### config.mk
export PLATFORM = sky130hd
export DESIGN_NAME = hs_bus_amba_axis_reg_slice_flat
export DESIGN_NICKNAME = d
export VERILOG_FILES = /design/src/rtl/hs_bus_amba_axis_pkg.sv /design/src/rtl/hs_bus_amba_axis_if.sv /design/src/rtl/hs_bus_amba_axis_beat_reg.sv /design/src/rtl/hs_bus_amba_axis_reg_slice.sv /design/src/flat_wrapper.sv
export SDC_FILE = /design/constraint.sdc
export NUM_CORES = 1
export LEC_CHECK = 0
export ABC_AREA = 1
export CAP_MARGIN = 20
export CORE_MARGIN = 2
export CORE_UTILIZATION = 48
export CTS_BUF_LIST = sky130_fd_sc_hd__clkbuf_16
export DETAILED_ROUTE_END_ITERATION = 12
export MAX_ROUTING_LAYER = met4
export PLACE_DENSITY = 0.89
export SLEW_MARGIN = 5
export SYNTH_ARGS = -nofsm -noshare
export SYNTH_HDL_FRONTEND = slang
export SYNTH_SLANG_ARGS = --single-unit
### constraint.sdc
create_clock -name aclk -period 1.4 [get_ports aclk]
set_input_delay 0.21 -clock aclk [delete_from_list [all_inputs] [get_ports aclk]]
set_output_delay 0.21 -clock aclk [all_outputs]
set_load 0.005 [all_outputs]
### src/rtl/hs_bus_amba_axis_pkg.sv
// Shared types and constants for the AXI-Stream register slice.
package hs_bus_amba_axis_pkg;

    // Slice occupancy state. Each code equals the number of beats held.
    typedef enum logic [1:0] {
        AXIS_EMPTY = 2'd0,
        AXIS_ONE   = 2'd1,
        AXIS_FULL  = 2'd2
    } axis_slice_state_e;

    // Maximum number of beats the slice can hold (main + skid).
    localparam int AXIS_SLICE_DEPTH = 2;

    // Width of the flattened payload: every field except tvalid/tready.
    // The two extra bits are tlast and twakeup.
    function automatic int axis_payload_width(
        input int data_w,
        input int strb_w,
        input int keep_w,
        input int id_w,
        input int dest_w,
        input int user_w
    );
        return data_w + strb_w + keep_w + id_w + dest_w + user_w + 2;
    endfunction

endpackage

### src/rtl/hs_bus_amba_axis_if.sv
// AXI-Stream interface bundle with built-in handshake protocol assertions.
//
// Handshake: a beat transfers on a rising edge where tvalid and tready are
// both 1. Once tvalid is raised it must stay high, with every payload field
// stable, until that transfer happens; tready may change freely.
interface hs_bus_amba_axis_if #(
    parameter int TDATA_WIDTH = 8,
    parameter int TID_WIDTH   = 1,
    parameter int TDEST_WIDTH = 1,
    parameter int TUSER_WIDTH = 1,
    parameter int TKEEP_WIDTH = TDATA_WIDTH / 8,
    parameter int TSTRB_WIDTH = TDATA_WIDTH / 8
) (
    input logic aclk,
    input logic aresetn
);

    logic                   tvalid;
    logic                   tready;
    logic [TDATA_WIDTH-1:0] tdata;
    logic [TSTRB_WIDTH-1:0] tstrb;
    logic [TKEEP_WIDTH-1:0] tkeep;
    logic                   tlast;
    logic [TID_WIDTH-1:0]   tid;
    logic [TDEST_WIDTH-1:0] tdest;
    logic [TUSER_WIDTH-1:0] tuser;
    logic                   twakeup;

    modport master (
        input  aclk, aresetn, tready,
        output tvalid, tdata, tstrb, tkeep, tlast, tid, tdest, tuser, twakeup
    );

    modport slave (
        input  aclk, aresetn, tvalid, tdata, tstrb, tkeep, tlast, tid, tdest, tuser, twakeup,
        output tready
    );

    // A stalled beat keeps tvalid asserted until it is accepted.
    a_hold_valid: assert property (
        @(posedge aclk) disable iff (!aresetn)
        (aresetn && tvalid && !tready) |=> tvalid
    );

    // A stalled beat keeps its whole payload stable until it is accepted.
    a_hold_payload: assert property (
        @(posedge aclk) disable iff (!aresetn)
        (aresetn && tvalid && !tready) |=>
            $stable({twakeup, tuser, tdest, tid, tlast, tkeep, tstrb, tdata})
    );

endinterface

### src/rtl/hs_bus_amba_axis_beat_reg.sv
// One flattened AXI-Stream beat held in a load-enabled register.
module hs_bus_amba_axis_beat_reg #(
    parameter int WIDTH = 8
) (
    input  logic             clk,
    input  logic             rst,
    input  logic             load,
    input  logic [WIDTH-1:0] d,
    output logic [WIDTH-1:0] q
);

    // Capture the beat on load; clear to zero on reset.
    always_ff @(posedge clk) begin
        if (rst) begin
            q <= '0;
        end else if (load) begin
            q <= d;
        end
    end

endmodule

### src/rtl/hs_bus_amba_axis_reg_slice.sv
// Full-throughput AXI-Stream register slice (skid buffer). Both the forward
// path (tvalid + payload) and the backward path (tready) come straight from
// flops, adding one cycle of latency while sustaining one beat per cycle.
module hs_bus_amba_axis_reg_slice
    import hs_bus_amba_axis_pkg::*;
#(
    parameter int TDATA_WIDTH = 8,
    parameter int TID_WIDTH   = 1,
    parameter int TDEST_WIDTH = 1,
    parameter int TUSER_WIDTH = 1,
    parameter int TKEEP_WIDTH = TDATA_WIDTH / 8,
    parameter int TSTRB_WIDTH = TDATA_WIDTH / 8
) (
    input  logic                      aclk,
    input  logic                      areset,
    hs_bus_amba_axis_if.slave         s_axis,
    hs_bus_amba_axis_if.master        m_axis,
    output logic [1:0]                level
);

    localparam int PW = axis_payload_width(TDATA_WIDTH, TSTRB_WIDTH, TKEEP_WIDTH,
                                           TID_WIDTH, TDEST_WIDTH, TUSER_WIDTH);

    axis_slice_state_e state_q;
    axis_slice_state_e state_d;

    logic          vld_q;
    logic          rdy_q;
    logic          in_hs;
    logic          out_hs;
    logic          main_load;
    logic          skid_load;
    logic          main_from_skid;
    logic [PW-1:0] in_beat;
    logic [PW-1:0] main_d;
    logic [PW-1:0] main_q;
    logic [PW-1:0] skid_q;

    // Flatten the upstream payload; the same field order is used to unpack main.
    assign in_beat = {s_axis.twakeup, s_axis.tuser, s_axis.tdest, s_axis.tid,
                      s_axis.tlast, s_axis.tkeep, s_axis.tstrb, s_axis.tdata};

    // rdy_q is preloaded to 1 during reset so tready rises in the very first
    // cycle after reset; the areset gate holds tready low while reset is held.
    assign s_axis.tready = rdy_q & ~areset;

    assign in_hs  = s_axis.tvalid & s_axis.tready;
    assign out_hs = vld_q & m_axis.tready;

    // Next-state and register-load decode for the main/skid pair.
    always_comb begin
        state_d        = state_q;
        main_load      = 1'b0;
        skid_load      = 1'b0;
        main_from_skid = 1'b0;
        unique case (state_q)
            AXIS_EMPTY: begin
                if (in_hs) begin
                    state_d   = AXIS_ONE;
                    main_load = 1'b1;
                end
            end
            AXIS_ONE: begin
                if (in_hs && out_hs) begin
                    main_load = 1'b1;
                end else if (in_hs) begin
                    state_d   = AXIS_FULL;
                    skid_load = 1'b1;
                end else if (out_hs) begin
                    state_d = AXIS_EMPTY;
                end
            end
            AXIS_FULL: begin
                if (out_hs) begin
                    state_d        = AXIS_ONE;
                    main_load      = 1'b1;
                    main_from_skid = 1'b1;
                end
            end
            default: begin
                state_d = AXIS_EMPTY;
            end
        endcase
    end

    // State plus registered tvalid/tready, both derived from the next state.
    always_ff @(posedge aclk) begin
        if (areset) begin
            state_q <= AXIS_EMPTY;
            vld_q   <= 1'b0;
            rdy_q   <= 1'b1;
        end else begin
            state_q <= state_d;
            vld_q   <= (state_d != AXIS_EMPTY);
            rdy_q   <= (state_d != AXIS_FULL);
        end
    end

    // Main loads either the live input beat or the beat parked in skid.
    assign main_d = main_from_skid ? skid_q : in_beat;

    hs_bus_amba_axis_beat_reg #(.WIDTH(PW)) u_main (
        .clk  (aclk),
        .rst  (areset),
        .load (main_load),
        .d    (main_d),
        .q    (main_q)
    );

    hs_bus_amba_axis_beat_reg #(.WIDTH(PW)) u_skid (
        .clk  (aclk),
        .rst  (areset),
        .load (skid_load),
        .d    (in_beat),
        .q    (skid_q)
    );

    assign m_axis.tvalid = vld_q;
    assign {m_axis.twakeup, m_axis.tuser, m_axis.tdest, m_axis.tid,
            m_axis.tlast, m_axis.tkeep, m_axis.tstrb, m_axis.tdata} = main_q;

    assign level = state_q;

endmodule

### src/flat_wrapper.sv
// flat-port wrapper written by rule: the top's interface ports become plain ports
module hs_bus_amba_axis_reg_slice_flat import hs_bus_amba_axis_pkg::*;
#(
    parameter int TDATA_WIDTH = 8,
    parameter int TID_WIDTH   = 1,
    parameter int TDEST_WIDTH = 1,
    parameter int TUSER_WIDTH = 1,
    parameter int TKEEP_WIDTH = TDATA_WIDTH / 8,
    parameter int TSTRB_WIDTH = TDATA_WIDTH / 8
)
  (aclk, areset, level, aresetn, s_axis_tvalid, s_axis_tdata, s_axis_tstrb, s_axis_tkeep, s_axis_tlast, s_axis_tid, s_axis_tdest, s_axis_tuser, s_axis_twakeup, s_axis_tready, m_axis_tready, m_axis_tvalid, m_axis_tdata, m_axis_tstrb, m_axis_tkeep, m_axis_tlast, m_axis_tid, m_axis_tdest, m_axis_tuser, m_axis_twakeup);
  hs_bus_amba_axis_if #(.TDATA_WIDTH(TDATA_WIDTH), .TID_WIDTH(TID_WIDTH), .TDEST_WIDTH(TDEST_WIDTH), .TUSER_WIDTH(TUSER_WIDTH), .TKEEP_WIDTH(TKEEP_WIDTH), .TSTRB_WIDTH(TSTRB_WIDTH)) s_axis_i (.aclk(aclk), .aresetn(aresetn));
  hs_bus_amba_axis_if #(.TDATA_WIDTH(TDATA_WIDTH), .TID_WIDTH(TID_WIDTH), .TDEST_WIDTH(TDEST_WIDTH), .TUSER_WIDTH(TUSER_WIDTH), .TKEEP_WIDTH(TKEEP_WIDTH), .TSTRB_WIDTH(TSTRB_WIDTH)) m_axis_i (.aclk(aclk), .aresetn(aresetn));
  input  logic aclk;
  input  logic areset;
  output logic [1:0] level;
  input wire logic aresetn;
  input wire logic [$bits(s_axis_i.tvalid)-1:0] s_axis_tvalid;
  input wire logic [$bits(s_axis_i.tdata)-1:0] s_axis_tdata;
  input wire logic [$bits(s_axis_i.tstrb)-1:0] s_axis_tstrb;
  input wire logic [$bits(s_axis_i.tkeep)-1:0] s_axis_tkeep;
  input wire logic [$bits(s_axis_i.tlast)-1:0] s_axis_tlast;
  input wire logic [$bits(s_axis_i.tid)-1:0] s_axis_tid;
  input wire logic [$bits(s_axis_i.tdest)-1:0] s_axis_tdest;
  input wire logic [$bits(s_axis_i.tuser)-1:0] s_axis_tuser;
  input wire logic [$bits(s_axis_i.twakeup)-1:0] s_axis_twakeup;
  output wire logic [$bits(s_axis_i.tready)-1:0] s_axis_tready;
  input wire logic [$bits(m_axis_i.tready)-1:0] m_axis_tready;
  output wire logic [$bits(m_axis_i.tvalid)-1:0] m_axis_tvalid;
  output wire logic [$bits(m_axis_i.tdata)-1:0] m_axis_tdata;
  output wire logic [$bits(m_axis_i.tstrb)-1:0] m_axis_tstrb;
  output wire logic [$bits(m_axis_i.tkeep)-1:0] m_axis_tkeep;
  output wire logic [$bits(m_axis_i.tlast)-1:0] m_axis_tlast;
  output wire logic [$bits(m_axis_i.tid)-1:0] m_axis_tid;
  output wire logic [$bits(m_axis_i.tdest)-1:0] m_axis_tdest;
  output wire logic [$bits(m_axis_i.tuser)-1:0] m_axis_tuser;
  output wire logic [$bits(m_axis_i.twakeup)-1:0] m_axis_twakeup;
  assign s_axis_i.tvalid = s_axis_tvalid;
  assign s_axis_i.tdata = s_axis_tdata;
  assign s_axis_i.tstrb = s_axis_tstrb;
  assign s_axis_i.tkeep = s_axis_tkeep;
  assign s_axis_i.tlast = s_axis_tlast;
  assign s_axis_i.tid = s_axis_tid;
  assign s_axis_i.tdest = s_axis_tdest;
  assign s_axis_i.tuser = s_axis_tuser;
  assign s_axis_i.twakeup = s_axis_twakeup;
  assign s_axis_tready = s_axis_i.tready;
  assign m_axis_i.tready = m_axis_tready;
  assign m_axis_tvalid = m_axis_i.tvalid;
  assign m_axis_tdata = m_axis_i.tdata;
  assign m_axis_tstrb = m_axis_i.tstrb;
  assign m_axis_tkeep = m_axis_i.tkeep;
  assign m_axis_tlast = m_axis_i.tlast;
  assign m_axis_tid = m_axis_i.tid;
  assign m_axis_tdest = m_axis_i.tdest;
  assign m_axis_tuser = m_axis_i.tuser;
  assign m_axis_twakeup = m_axis_i.twakeup;
  hs_bus_amba_axis_reg_slice #(.TDATA_WIDTH(TDATA_WIDTH), .TID_WIDTH(TID_WIDTH), .TDEST_WIDTH(TDEST_WIDTH), .TUSER_WIDTH(TUSER_WIDTH), .TKEEP_WIDTH(TKEEP_WIDTH), .TSTRB_WIDTH(TSTRB_WIDTH)) u_core (.aclk(aclk), .areset(areset), .s_axis(s_axis_i), .m_axis(m_axis_i), .level(level));
endmodule
==> metrics.txt <==
met1 usage 23.66%; Most Crowded Layer GR met2; Hold Buf Count CTS 0; unrepaired setup endpoints after global routing no; Final Hold Viols 0; post-synth net total 258; drt first-iter violations 67; PnR worst setup slack 40.90 ps; grt met2 use 36.02%; Comb pwr share 16.4%; die footprint 3756 µm²; clock tree from TritonCTS built; Clk Latency, worst-skew pair 280 ps; Die Wd 61.29 µm; max-cap violation count 0; critical path launch point type register; Req. time, crit path 1190 ps; R2R setup slack 210 ps; Cell Area, Placed 1977 µm²; area grow syn2layout 34.47%; Max H-tree Level 2; Yosys warning total 0; worst hold start u_core.u_skid.q[5]; vias in the first global route 1357; worst-margin pin slew 301.4 ps; met3 Resource Use GR 6.933%; crit-path cells clkdlybuf4s50_1; ratio of cells with drive above 1 in the final layout 9.677%; EDFF count, synth 0; clock buffer depth 2; Final Non-Filler Cells 323; drt total wl 3368 µm; final instance area 2118 µm²; via count 1497; Internal Power 1.888 mW; total grt overflow 0; Async SR Flop Fraction 0%; Tot Pwr 2.494 mW; CP max stage cell clkdlybuf4s50_1; Yosys top cell by area dfxtp_1; global-route wire length before repair 5664 µm; Switch Pwr 0.6053 mW; Netlist Area Pre-Place 1575 µm²; worst hold margin 480.9 ps; Ports 39; status completed; combinational family with the most area after synthesis simple AND/OR/NAND/NOR gates; Setup CP Type register to primary output; Post-Syn Instances 238; multiplexer area fraction after synthesis 0%; data arrival time of the worst path 1150 ps; Final Skew 2.761 ps; hold path cells 2; Reg-to-Reg End u_core.u_skid.q[1]; sequential fraction of the synthesis area 43.21%; ANT nets after route 0; peak per-stage delay on the critical path 510 ps; Seq cells post-synth 34; post-synthesis adder-cell area fraction 0%; synth unique cells 18; Initial DRT Pass Iterations 4; Post-Place Cells 315; Slew Limit Fails 0; Post-Synth XOR/XNOR Area 0%; Max-slew headroom 79.90%; starting density of the core 51.18%; Global Route Usage Sum 21.52%; Final setup viols 0; R2R Path Start u_core.m_axis.tvalid; Hold Crit Class register to register; area share of the largest cell type after synthesis 43.21%; critical path buffer and inverter count 1; main area contributors after synthesis dfxtp_1, nand2_1, nor2_1; final worst-path cycle share 97.08%; initial antenna violation count 0; CP endpoint kind primary output; port bufs 37; Main synth FF type dfxtp_1; post-synthesis simple-gate area fraction 40.59%; clock share of power 40.8%; most frequent cells after synthesis nand2_1, nor2_1, dfxtp_1; post-DP HPWL 2228 µm; Place WS -143.8 ps; Min-Delay Endpoint u_core.u_skid.q[5]; pin count of the biggest net entering global routing 33; fmax 0.7358 GHz; most numerous cell in the Yosys netlist nand2_1; GP Congestion 0.7955; Fill cells 272; clock sink count 34; via density per instance 4.635; Nets 298; Avg Inst Size Synth 6.619 µm²; CP max FO 3; Synth Area in Compound Gates 4.766%; Sw Ratio 24.27%; Remaining DRCs 0; Reg2Reg Depth 7; share of power burned in registers 42.8%; pwr/cell area 1177 nW/µm²; clk slew on worst S/H paths 50 ps; static leakage 1.048 nW; CTS buffer count 5; post-DR wirelength/cell 10.43 µm; CP top delay family buffers and inverters; die span in y 61.29 µm; Site Rows 20; core area 3078 µm²; n_diodes 0; Clock Root Buffer clkbuf_16; fin crit period 1359 ps; Worst VDD drop 1.026 mV
[cells in the final DEF, fill, tap and decap left out]
master	n
nor2_4	1
buf_4	6
clkinv_1	1
dfxtp_1	32
buf_12	1
nand3_1	17
nor2_2	1
nand2_2	1
dfxtp_2	1
clkinv_2	2
inv_1	20
nand3_2	2
clkdlybuf4s50_1	36
nand2_1	69
nor2_1	61
dfxtp_4	1
inv_2	4
dlygate4sd2_1	1
o21ai_1	15
nand2_4	2
clkbuf_16	5
[flip-flops by register name, summed over array words and instances, names as in the netlist]
name                  flops
u_core.level              2
u_core.m_axis.tvalid      1
u_core.rdy_q              1
u_core.u_main.q          15
u_core.u_skid.q          15
[worst max-delay path by stage]
stage                         startpoint                 end  cells past startpoint
finish              u_core.m_axis.tvalid       m_axis_tvalid                      1
global route        u_core.m_axis.tvalid       m_axis_tvalid                      1
CTS                      u_core.level[0]            level[0]                      1
detailed placement         m_axis_tready  u_core.u_skid.q[0]                      8
global placement           m_axis_tready  u_core.u_skid.q[2]                      8
floorplan                u_core.level[1]  u_core.u_main.q[0]                      8
[power groups by stage]
stage / clock network [mW] / registers [mW] / logic [mW]
floorplan: 0 / 1.09 / 0.210
global placement: 0 / 1.09 / 0.402
detailed placement: 0 / 1.09 / 0.409
CTS: 1.04 / 1.07 / 0.413
global route: 1.08 / 1.08 / 0.464
finish: 1.02 / 1.07 / 0.409
[metrics by stage]
stage | util [%] | setup TNS, ps
floorplan | - | 0
global placement | 64.23 | -1897
detailed placement | 64.23 | -2849
CTS | 68.74 | 0
global route | 68.82 | 0
finish | 68.82 | 0
[repair_timing]
| item | CTS | global route |
|---|---|---|
| setup endpoints to repair | 3 | 1 |
| resized for setup | 3 | 1 |
| setup buffers | 0 | 0 |
| pin swaps | 0 | 0 |
[final cells by class]
| type | count | area (µm²) | area share [%] |
|---|---|---|---|
| Multi-Input combinational cell | 169 | 714.4 | 33.73 |
| Tap cell | 44 | 55.05 | 2.599 |
| Sequential cell | 34 | 685.7 | 32.37 |
| Clock buffer | 5 | 125.1 | 5.907 |
| Clock inverter | 3 | 12.51 | 0.5907 |
| Timing Repair Buffer | 44 | 434.2 | 20.50 |
| Inverter | 24 | 91.34 | 4.312 |
[metal layers]
| layer | vias up | routed length [µm] |
|---|---|---|
| li1 | 799 | - |
| met2 | 41 | 1638 |
| met3 | 7 | 188 |
| met5 | - | 0 |
| met4 | 0 | 59 |
| met1 | 650 | 1481 |
[cells by family (layout without fill, tap and decap cells)]
kind of cell | Yosys count | in the layout
DFF | 34 | 34
AOI/OAI and AO/OA | 15 | 15
and+or+nand+nor | 154 | 154
buffers and inverters | 35 | 76
Power figures use the tool's default switching activity.
